===== src/rtl/soc_or1k_tap_scheduler.sv =====
// Round-robin scheduler that shares one registered TAP result slot between
// NUM_REQ checkers, numbers each result, keeps pass/fail tallies and closes
// the test plan after NUM_TESTS delivered results.
module soc_or1k_tap_scheduler #(
  parameter int NUM_REQ   = 4,
  parameter int NUM_TESTS = 16,
  parameter int ID_WIDTH  = 8,
  parameter int CNT_WIDTH = 16,
  localparam int SRC_W    = (NUM_REQ > 1) ? $clog2(NUM_REQ) : 1
) (
  input  logic                        clk,
  input  logic                        rst_n,
  input  logic [NUM_REQ-1:0]          req_valid,
  input  logic [NUM_REQ-1:0]          req_ok,
  input  logic [NUM_REQ*ID_WIDTH-1:0] req_id,
  output logic [NUM_REQ-1:0]          req_ready,
  output logic                        tc_valid,
  input  logic                        tc_ready,
  output logic                        tc_ok,
  output logic [SRC_W-1:0]            tc_src,
  output logic [ID_WIDTH-1:0]         tc_id,
  output logic [CNT_WIDTH-1:0]        tc_index,
  output logic [CNT_WIDTH-1:0]        pass_cnt,
  output logic [CNT_WIDTH-1:0]        fail_cnt,
  output logic                        done,
  output logic                        overflow
);

  typedef enum logic [1:0] {
    ST_IDLE = 2'd0,
    ST_FULL = 2'd1,
    ST_DONE = 2'd2
  } state_t;

  localparam bit                   HAS_PLAN  = (NUM_TESTS != 0);
  localparam logic [CNT_WIDTH-1:0] PLAN_LAST = CNT_WIDTH'(NUM_TESTS);

  state_t                state_reg, state_next;
  logic [SRC_W-1:0]      ptr_reg, ptr_next;
  logic [CNT_WIDTH-1:0]  acc_cnt_reg;
  logic                  tc_ok_reg;
  logic [SRC_W-1:0]      tc_src_reg;
  logic [ID_WIDTH-1:0]   tc_id_reg;
  logic [CNT_WIDTH-1:0]  tc_index_reg;
  logic [CNT_WIDTH-1:0]  pass_cnt_reg;
  logic [CNT_WIDTH-1:0]  fail_cnt_reg;
  logic                  overflow_reg;

  logic [ID_WIDTH-1:0]   id_slice [NUM_REQ];
  logic                  handshake;
  logic                  slot_free;
  logic                  limit_hit;
  logic                  grant_en;
  logic                  grant_found;
  logic [SRC_W-1:0]      grant_idx;
  logic                  grant;
  logic                  accept;
  logic                  drop;
  logic [SRC_W-1:0]      cand_idx;
  int                    cand_sum;

  // Per-requester id slices and the one-hot ready vector. Ready is forced low
  // while reset is held so checkers never see an accept during reset.
  for (genvar gi = 0; gi < NUM_REQ; gi++) begin : g_req
    assign id_slice[gi]  = req_id[gi*ID_WIDTH +: ID_WIDTH];
    assign req_ready[gi] = rst_n & grant & (grant_idx == SRC_W'(gi));
  end

  assign handshake = (state_reg == ST_FULL) && tc_ready;
  assign slot_free = (state_reg == ST_IDLE) || handshake;
  // The result currently held is the last planned one: no further real grants.
  assign limit_hit = HAS_PLAN && (acc_cnt_reg == PLAN_LAST);
  // After the plan closes requests are still drained so checkers never stall.
  assign grant_en  = (state_reg == ST_DONE) || (slot_free && !limit_hit);
  assign grant     = grant_en && grant_found;
  assign accept    = grant && (state_reg != ST_DONE);
  assign drop      = grant && (state_reg == ST_DONE);

  // Round-robin search: first asserted request at or after the pointer.
  always_comb begin
    grant_found = 1'b0;
    grant_idx   = '0;
    cand_sum    = 0;
    cand_idx    = '0;
    for (int i = 0; i < NUM_REQ; i++) begin
      cand_sum = int'(ptr_reg) + i;
      if (cand_sum >= NUM_REQ) begin
        cand_sum = cand_sum - NUM_REQ;
      end
      cand_idx = SRC_W'(cand_sum);
      if (!grant_found && req_valid[cand_idx]) begin
        grant_found = 1'b1;
        grant_idx   = cand_idx;
      end
    end
  end

  // Pointer advances past the granted requester, wrapping at NUM_REQ.
  always_comb begin
    ptr_next = ptr_reg;
    if (grant) begin
      ptr_next = (int'(grant_idx) == NUM_REQ - 1) ? '0 : grant_idx + 1'b1;
    end
  end

  // Next-state logic for the output slot.
  always_comb begin
    state_next = state_reg;
    case (state_reg)
      ST_IDLE: begin
        if (accept) state_next = ST_FULL;
      end
      ST_FULL: begin
        if (handshake) begin
          if (limit_hit)   state_next = ST_DONE;
          else if (accept) state_next = ST_FULL;
          else             state_next = ST_IDLE;
        end
      end
      ST_DONE: state_next = ST_DONE;
      default: state_next = ST_IDLE;
    endcase
  end

  // State register.
  always_ff @(posedge clk or negedge rst_n) begin
    if (!rst_n) state_reg <= ST_IDLE;
    else        state_reg <= state_next;
  end

  // Output slot, pointer, accepted count, tallies and overflow flag.
  always_ff @(posedge clk or negedge rst_n) begin
    if (!rst_n) begin
      ptr_reg      <= '0;
      acc_cnt_reg  <= '0;
      tc_ok_reg    <= 1'b0;
      tc_src_reg   <= '0;
      tc_id_reg    <= '0;
      tc_index_reg <= '0;
      pass_cnt_reg <= '0;
      fail_cnt_reg <= '0;
      overflow_reg <= 1'b0;
    end else begin
      ptr_reg <= ptr_next;
      if (accept) begin
        acc_cnt_reg  <= acc_cnt_reg + 1'b1;
        tc_ok_reg    <= req_ok[grant_idx];
        tc_src_reg   <= grant_idx;
        tc_id_reg    <= id_slice[grant_idx];
        tc_index_reg <= acc_cnt_reg + 1'b1;
      end
      if (handshake) begin
        if (tc_ok_reg) begin
          if (pass_cnt_reg != '1) pass_cnt_reg <= pass_cnt_reg + 1'b1;
        end else begin
          if (fail_cnt_reg != '1) fail_cnt_reg <= fail_cnt_reg + 1'b1;
        end
      end
      if (drop) begin
        overflow_reg <= 1'b1;
      end
    end
  end

  assign tc_valid = (state_reg == ST_FULL);
  assign done     = (state_reg == ST_DONE);
  assign tc_ok    = tc_ok_reg;
  assign tc_src   = tc_src_reg;
  assign tc_id    = tc_id_reg;
  assign tc_index = tc_index_reg;
  assign pass_cnt = pass_cnt_reg;
  assign fail_cnt = fail_cnt_reg;
  assign overflow = overflow_reg;

endmodule


===== config.mk =====
export PLATFORM = sky130hd
export DESIGN_NAME = soc_or1k_tap_scheduler
export DESIGN_NICKNAME = d
export VERILOG_FILES = /design/src/rtl/soc_or1k_tap_scheduler.sv
export SDC_FILE = /design/constraint.sdc
export NUM_CORES = 1
export LEC_CHECK = 0
export ABC_AREA = 1
export CAP_MARGIN = 20
export CORE_ASPECT_RATIO = 1.25
export CORE_MARGIN = 2
export CORE_UTILIZATION = 35
export DETAILED_ROUTE_END_ITERATION = 6
export GPL_TIMING_DRIVEN = 0
export PLACE_DENSITY = 0.64
export SETUP_SLACK_MARGIN = 0.1
export SYNTH_ARGS = -nofsm -noshare
export SYNTH_HDL_FRONTEND = slang
export SYNTH_SLANG_ARGS = --single-unit

===== constraint.sdc =====
create_clock -name clk -period 4.4 [get_ports clk]
set_clock_uncertainty 0.05 [all_clocks]
set_input_delay 1.1 -clock clk [delete_from_list [all_inputs] [get_ports clk]]
set_output_delay 1.1 -clock clk [all_outputs]
set_load 0.05 [all_outputs]

==> results of run 1 <==
## power by group through the flow
stage / Combinational [mW] / Clock [mW] / Sequential [mW]
2_1_floorplan: 1.51 / 0 / 1.43
3_3_place_gp: 2.70 / 0 / 0.938
3_5_place_dp: 2.75 / 0 / 0.942
4_1_cts: 2.74 / 0.750 / 0.935
5_1_grt: 3.22 / 0.773 / 0.961
6_report: 2.94 / 0.729 / 0.935
## per-stage QoR
| stage | cells | util [%] | hold slack (ps) |
|---|---|---|---|
| global placement | 782 | 46.5 | 417 |
| global route | 810 | 50.4 | 458 |
| detailed placement | 782 | 46.5 | 418 |
| floorplan | 536 | - | 535 |
| CTS | 798 | 49.1 | 433 |
| finish | 810 | 50.4 | 431 |
## worst max-delay path, delay by kind of cell
kind | cells | cell delay, ps
adders and majority gates | 1 | 140
buffers and inverters | 7 | 1090
and+or+nand+nor | 6 | 690
## cells in the mapped netlist (all sizes together)
master    n
buf       8
dfrtp    64
ha        8
inv      75
nand2   197
nand3    47
nand3b    2
nand4    13
nor2     44
nor3     10
nor3b     1
nor4      4
o21ai    20
o21bai    1
xnor2    13
xor2     29
## area by class of cell
| type | instances | share of cell area [%] |
|---|---|---|
| timing repair buffer | 120 | 20.2 |
| sequential | 64 | 27.6 |
| buffer | 8 | 1.64 |
| tap | 138 | 2.98 |
| inverter | 75 | 5.20 |
| clock inverter | 5 | 0.950 |
| clock buffer | 11 | 4.36 |
| multi-input combinational | 389 | 37.0 |
## worst paths after layout
path,startpoint,endpoint,slack [ps],cells after the start
setup / recovery,req_valid[3],req_ready[3],230,14
hold / removal,tc_src[0]$_DFFE_PN0P_,tc_src[0]$_DFFE_PN0P_,430,2
setup reg to reg,ptr_reg[0]$_DFFE_PN0N_,ptr_reg[1]$_DFFE_PN0N_,2260,13
hold reg to reg,tc_src[0]$_DFFE_PN0P_,tc_src[0]$_DFFE_PN0P_,430,2
max in group asynchronous,rst_n,tc_index[13]$_DFFE_PN0P_,2930,1
min in group asynchronous,rst_n,fail_cnt[8]$_DFFE_PN0P_,840,1
## routing by layer
layer	wire (um)	share of wire [%]	GRT usage (%)	vias up
met5	0	0	0	-
met4	221	2.1	6.29	0
met3	479	4.6	3.41	21
met2	5190	50	28.9	98
met1	4450	43	20.5	1791
li1	-	-	-	1928
## logic make-up after synthesis
| family | Yosys count | synth area share, % |
|---|---|---|
| xor+xnor | 42 | 9.52 |
| fa+ha+maj | 8 | 2.44 |
| flops | 64 | 39.1 |
| simple gates | 318 | 36.5 |
| compound gates | 21 | 2.90 |
| buf+inv | 83 | 9.55 |
## timing repair
item / 4_1_cts / 5_1_grt
endpoints found under the setup margin: 4 / 4
hold buffers: 0 / 0
buffers inserted: 0 / 12
pin swaps: 0 / 3
cloned: 0 / 0
resized for setup: 22 / 20
==> flow_summary.rst, run 1 <==
.. list-table::
   :header-rows: 1

   * - Metric
     - Value
   * - Maximum number of pins on one net before global-route repair
     - 66
   * - Headroom to the max-slew limit
     - 44.2%
   * - Number of pins with negative max-slew slack in the final report
     - 0
   * - Number of violations of the max-capacitance limit
     - 0
   * - Slowest library cell on the worst path
     - clkdlybuf4s50_1
   * - Part of the total power dissipated in combinational logic
     - 63.9%
   * - Final sum of negative setup slack
     - 0 ps
   * - Die span in x
     - 101 um
   * - Share of the synthesized area in the top cell type
     - 39.1%
   * - Cts bufs inserted
     - 9
   * - Cells after synthesis
     - 536
   * - Leakage power figure
     - 2.79 nW
   * - Vias in the first global route
     - 3806
   * - Net Sw Frac
     - 50.2%
   * - Flip-flop and latch count after synthesis
     - 64
   * - Setup CP Type
     - in -> out
   * - Final weighted congestion in routability-driven placement
     - 0.838
   * - Setup slack of the critical path after layout
     - 227 ps
   * - Total cell area at the placement stage
     - 5350 um2
   * - Clock tree from TritonCTS
     - done
   * - Worst hold path type
     - reg -> reg
   * - Outcome
     - finished, final reports clean
   * - NetSw
     - 2.31 mW
   * - Global-route total usage across every layer
     - 16.8%
   * - Final std cell area, no fill
     - 5800 um2
   * - Average footprint of a synthesized cell
     - 7.65 um2
   * - Required time of the critical path
     - 3250 ps
   * - Post-Synthesis Cell Area
     - 4100 um2
   * - Starting density of the core
     - 35.6%
   * - Num ports
     - 109
   * - Series of cell instances along the critical path
     - clkdlybuf4s50_1 > inv_1 > nand2_2 > nand3_1 > nand2_1 > inv_1 > nand3_4 > nand3_4 > inv_2 > buf_6 > ha_1 > inv_1 > nor2_2 > buf_6
   * - Most used cells in the layout excluding fill and tap cells
     - nand2_1, clkdlybuf4s50_1, inv_1, dfrtp_1, nand3_1
   * - Growth of design area from synthesis to finish
     - 41.4%
   * - ANT cells
     - 0
   * - Maximum number of buffers from clock root to sink
     - 2
   * - TritonCTS Sinks
     - 64
   * - Global-route wire length before repair
     - 17300 um
   * - Flop pwr share
     - 20.3%
   * - Count of fill cells added during filler insertion
     - 1118
   * - VDD IR-drop max
     - 0.000340 V
   * - Internal Pwr Total
     - 2.29 mW
   * - Most common library cell in the layout ignoring fill and taps
     - nand2_1
   * - Unrepaired setup endpoints after global routing
     - no
   * - Die area
     - 12600 um2
   * - Final setup viols
     - 0
   * - Yosys synthesis warning count
     - 0
   * - Dominant cell type by area after synthesis
     - dfrtp_1
   * - Dominant cell type by count on the critical path
     - inv_1
   * - Final period util
     - 94.8%
   * - Count of nets after finishing
     - 718
   * - Post-synthesis sequential area ratio
     - 39.1%
   * - Final hold viol count
     - 0
   * - Port buffer count
     - 108
   * - Slew at the pin closest to its max-slew limit
     - 838 ps
   * - Post-DP HPWL
     - 7640 um
   * - Vias per inst
     - 4.74
   * - Clock insertion delay at the later pin of the skew report
     - 330 ps
   * - Post-detailed-route wirelength per cell
     - 12.8 um
   * - Top post-synthesis cells by area
     - dfrtp_1, nand2_1, inv_1
   * - Initial antenna violation count
     - 0
   * - Count of unresolved DRC violations after routing
     - 0
   * - Post-Synthesis Net Count
     - 587
   * - Pre-CTS setup slack
     - -512 ps
   * - Core area
     - 11500 um2
   * - Routed via count
     - 3838
   * - Leftover overflow at the end of global routing
     - 0
   * - Critical path arrival
     - 3020 ps
   * - CTS root buf
     - clkbuf_16
   * - Yosys cell types
     - 31
   * - Deepest level of the CTS H-tree
     - 3
   * - Final wirelength
     - 10300 um
   * - Post-layout total power
     - 4.61 mW
   * - Top fanout value on the critical path
     - 11
   * - Highest cell delay on the worst timing path
     - 500 ps
   * - Total power divided by cell area
     - 795 nW/um2
   * - Height of the chip
     - 125 um
   * - Detailed-routing iteration count for the pre-antenna-repair pass
     - 4
   * - Register clock-pin slew on the reported worst setup and hold paths
     - 60 ps
   * - Number of rows created at floorplan
     - 44
   * - Antenna viol nets, final
     - 0
   * - CP Capture Type
     - output pin
   * - Part of the power in the clock network
     - 15.8%
   * - DRT iter0 DRCs
     - 62
   * - Highest attainable clock frequency
     - 0.240 GHz
   * - Combined area of the multi-input logic cells
     - 2140 um2
   * - Fraction of layout instances using a drive strength above 1
     - 13.4%
   * - Seq. cell area
     - 1600 um2
   * - Min Clock Period, post-route
     - 4170 ps
   * - Kind of start point of the critical path
     - input pin
Power figures use the tool's default switching activity.
==> run 2: changes to the inputs <==
--- a/config.mk
+++ b/config.mk
@@ -6,6 +6,7 @@
 export NUM_CORES = 1
 export LEC_CHECK = 0
 export ABC_AREA = 1
+export ABC_CLOCK_PERIOD_IN_PS = 4400
 export CAP_MARGIN = 20
 export CORE_ASPECT_RATIO = 1.25
 export CORE_MARGIN = 2
==> results of run 2 <==
Final layout, timing and power as in run 1 (identical DEF).
==> run 3: changes to the inputs <==
--- a/config.mk
+++ b/config.mk
@@ -18,3 +18,4 @@
 export SYNTH_ARGS = -nofsm -noshare
 export SYNTH_HDL_FRONTEND = slang
 export SYNTH_SLANG_ARGS = --single-unit
+export TNS_END_PERCENT = 1
==> flow_summary.rst, run 3 (synthesis gave the netlist of run 1 again) <==
.. list-table::
   :header-rows: 1

   * - Metric
     - Value
   * - Clock insertion delay at the later pin of the skew report
     - 330 ps (about the same)
   * - Initial antenna violation count
     - 0 (unchanged)
   * - Maximum number of pins on one net before global-route repair
     - 66 (unchanged)
   * - Start point of the critical path
     - req_valid[2]
   * - Number of rows created at floorplan
     - 44 (unchanged)
   * - Final period util
     - 94.8% (about the same)
   * - Unrepaired setup endpoints after global routing
     - yes
   * - Dominant cell type by count on the critical path
     - inv_1
   * - Number of pins with negative max-slew slack in the final report
     - 0 (unchanged)
   * - Post-DP HPWL
     - 7640 um (unchanged)
   * - Worst hold path type
     - reg -> reg
   * - Slew at the pin closest to its max-slew limit
     - 836 ps (-1.90 ps)
   * - Required time of the critical path
     - 3250 ps (about the same)
   * - Leftover overflow at the end of global routing
     - 0 (unchanged)
   * - Cts bufs inserted
     - 9 (unchanged)
   * - Final setup viols
     - 0 (unchanged)
   * - Combined area of the multi-input logic cells
     - 2140 um2 (unchanged)
   * - Clock tree from TritonCTS
     - done
   * - Non-filler cells in the finished layout
     - 808 (-0.25%)
   * - Critical path arrival
     - 3020 ps (about the same)
   * - ANT cells
     - 0 (unchanged)
   * - Critical hold path startpoint
     - tc_src[0]$_DFFE_PN0P_
   * - Port buffer count
     - 108 (unchanged)
   * - Headroom to the max-slew limit
     - 44.3% (+0.13 points)
   * - TritonCTS Sinks
     - 64 (unchanged)
   * - Kind of start point of the critical path
     - input pin
   * - Buffers and inverters on the worst path
     - 7 (unchanged)
   * - Setup CP Type
     - in -> out
   * - Number of violations of the max-capacitance limit
     - 0 (unchanged)
   * - DRT iter0 DRCs
     - 65 (+4.8%)
   * - Number of instances in the placed design
     - 782 (unchanged)
   * - Final std cell area, no fill
     - 5780 um2 (-0.26%)
   * - Count of nets after finishing
     - 716 (-0.28%)
   * - Met3 capacity usage during global routing
     - 3.41% (unchanged)
   * - Core area
     - 11500 um2 (unchanged)
   * - Critical register-to-register path startpoint
     - ptr_reg[0]$_DFFE_PN0N_
   * - Fraction of layout instances using a drive strength above 1
     - 13.1% (-0.26 points)
   * - Leakage power figure
     - 2.78 nW (-0.33%)
   * - Most used cells in the layout excluding fill and tap cells
     - nand2_1, clkdlybuf4s50_1, inv_1, dfrtp_1, nand3_1
   * - Vias per inst
     - 4.71 (-0.51%)
   * - Min Clock Period, post-route
     - 4170 ps (-3.50 ps)
   * - Die area
     - 12600 um2 (unchanged)
   * - Most common library cell in the layout ignoring fill and taps
     - nand2_1
   * - Highest attainable clock frequency
     - 0.240 GHz (about the same)
   * - Detailed-routing iteration count for the pre-antenna-repair pass
     - 4 (unchanged)
   * - Final hold viol count
     - 0 (unchanged)
   * - Layer with the highest usage
     - met2
   * - Starting density of the core
     - 35.6% (unchanged)
   * - Maximum number of buffers from clock root to sink
     - 2 (unchanged)
   * - Deepest level of the CTS H-tree
     - 3 (unchanged)
   * - Die span in x
     - 101 um (unchanged)
   * - CTS root buf
     - clkbuf_16
   * - Slowest library cell on the worst path
     - clkdlybuf4s50_1
   * - Global-route total usage across every layer
     - 16.8% (about the same)
   * - Final wirelength
     - 10300 um (-0.60%)
   * - Final weighted congestion in routability-driven placement
     - 0.838 (unchanged)
   * - Met2 Resource Use GR
     - 28.9% (unchanged)
   * - Seq. cell area
     - 1600 um2 (unchanged)
   * - Top fanout value on the critical path
     - 11 (unchanged)
   * - Height of the chip
     - 125 um (unchanged)
   * - Total cell area at the placement stage
     - 5350 um2 (unchanged)
   * - Global-route wire length before repair
     - 17300 um (about the same)
   * - Highest cell delay on the worst timing path
     - 490 ps (about the same)
   * - Routed via count
     - 3809 (-0.76%)
   * - Total power divided by cell area
     - 793 nW/um2 (-0.30%)
   * - CP Capture Type
     - output pin
   * - Antenna viol nets, final
     - 0 (unchanged)
   * - Vias in the first global route
     - 3806 (unchanged)
   * - Number of hold-repair buffers added at the cts stage
     - 0 (unchanged)
   * - Count of fill cells added during filler insertion
     - 1119 (+0.089%)
   * - Num ports
     - 109 (unchanged)
   * - Post-detailed-route wirelength per cell
     - 12.7 um (-0.35%)
   * - Register clock-pin slew on the reported worst setup and hold paths
     - 60 ps (about the same)
   * - Met1 track demand over resource
     - 20.6% (+0.035 points)
   * - Series of cell instances along the critical path
     - clkdlybuf4s50_1 > inv_1 > nand2_2 > nand3_1 > nand2_1 > inv_1 > nand3_4 > nand3_4 > inv_2 > buf_6 > ha_1 > inv_1 > nor2_2 > buf_6
   * - Outcome
     - finished, final reports clean
   * - Growth of design area from synthesis to finish
     - 41.0%
   * - Count of unresolved DRC violations after routing
     - 0 (unchanged)
   * - Cell type group with the largest total delay on the critical path
     - buffers and inverters
   * - VDD IR-drop max
     - 0.000341 V (+0.33%)
-- run 3: cell types whose count changed in the layout (fill, tap and decap cells not counted) --
cell / before / now
buf_4: 13 / 11
-- run 3: cell type report --
type,count,share of cell area [%]
Multi-Input combinational cell,389,37.1
Sequential cell,64,27.7
Timing Repair Buffer,118,20.0
Inverter,75,5.22
Clock buffer,11,4.37
Tap cell,138,2.99
Buffer,8,1.64
Clock inverter,5,0.952
-- run 3: path summary, 6_finish.rpt --
check,cells after the start,endpoint,slack (ps)
max in group asynchronous,1,tc_index[13]$_DFFE_PN0P_,2930
max,14,req_ready[3],230
min reg2reg,2,tc_src[0]$_DFFE_PN0P_,430
max reg2reg,13,ptr_reg[1]$_DFFE_PN0N_,2260
min,2,tc_src[0]$_DFFE_PN0P_,430
min in group asynchronous,1,fail_cnt[8]$_DFFE_PN0P_,840
-- run 3: timing repair --
item,CTS,global route
gates cloned,0,0
endpoints found under the setup margin,4,4
pin swaps,0,3
setup buffers,0,10
gates resized for setup,20,24
-- run 3: through the flow --
stage / util [%] / worst slack [ps] / hold WS (ps) / TNS (ps) / power, mW
after global routing: 50.3 / 48.7 / 458 / 0 / 4.93
final: 50.3 / 231 / 431 / 0 / 4.58
after global placement: 46.5 / -2050 / 417 / -14380 / 3.64
after CTS: 49.0 / 33.2 / 433 / 0 / 4.43
after detailed placement: 46.5 / -512 / 418 / -1890 / 3.69
after floorplan: - / 424 / 535 / 0 / 2.94
-- run 3: report_power, final --
| part | total [mW] | leakage, nW | switching [mW] | internal, mW |
|---|---|---|---|---|
| Sequential | 0.934 | 0.804 | 0.169 | 0.765 |
| Combinational | 2.92 | 1.83 | 1.87 | 1.04 |
| Clock | 0.730 | 0.148 | 0.263 | 0.467 |
| Total | 4.58 | 2.78 | 2.31 | 2.28 |
-- run 3: metal layers --
metal | vias to the layer above | share of wire [%] | wire (um)
li1 | 1926 | - | -
met1 | 1762 | 43 | 4430
met2 | 100 | 50 | 5160
met3 | 21 | 4.5 | 466
met4 | 0 | 2.2 | 223
met5 | - | 0 | 0
-- run 3: worst min-delay path, stage by stage, from the launching register on --
cell	delay, ps
dfrtp_1	340
nand2_1	60
o21ai_2	50
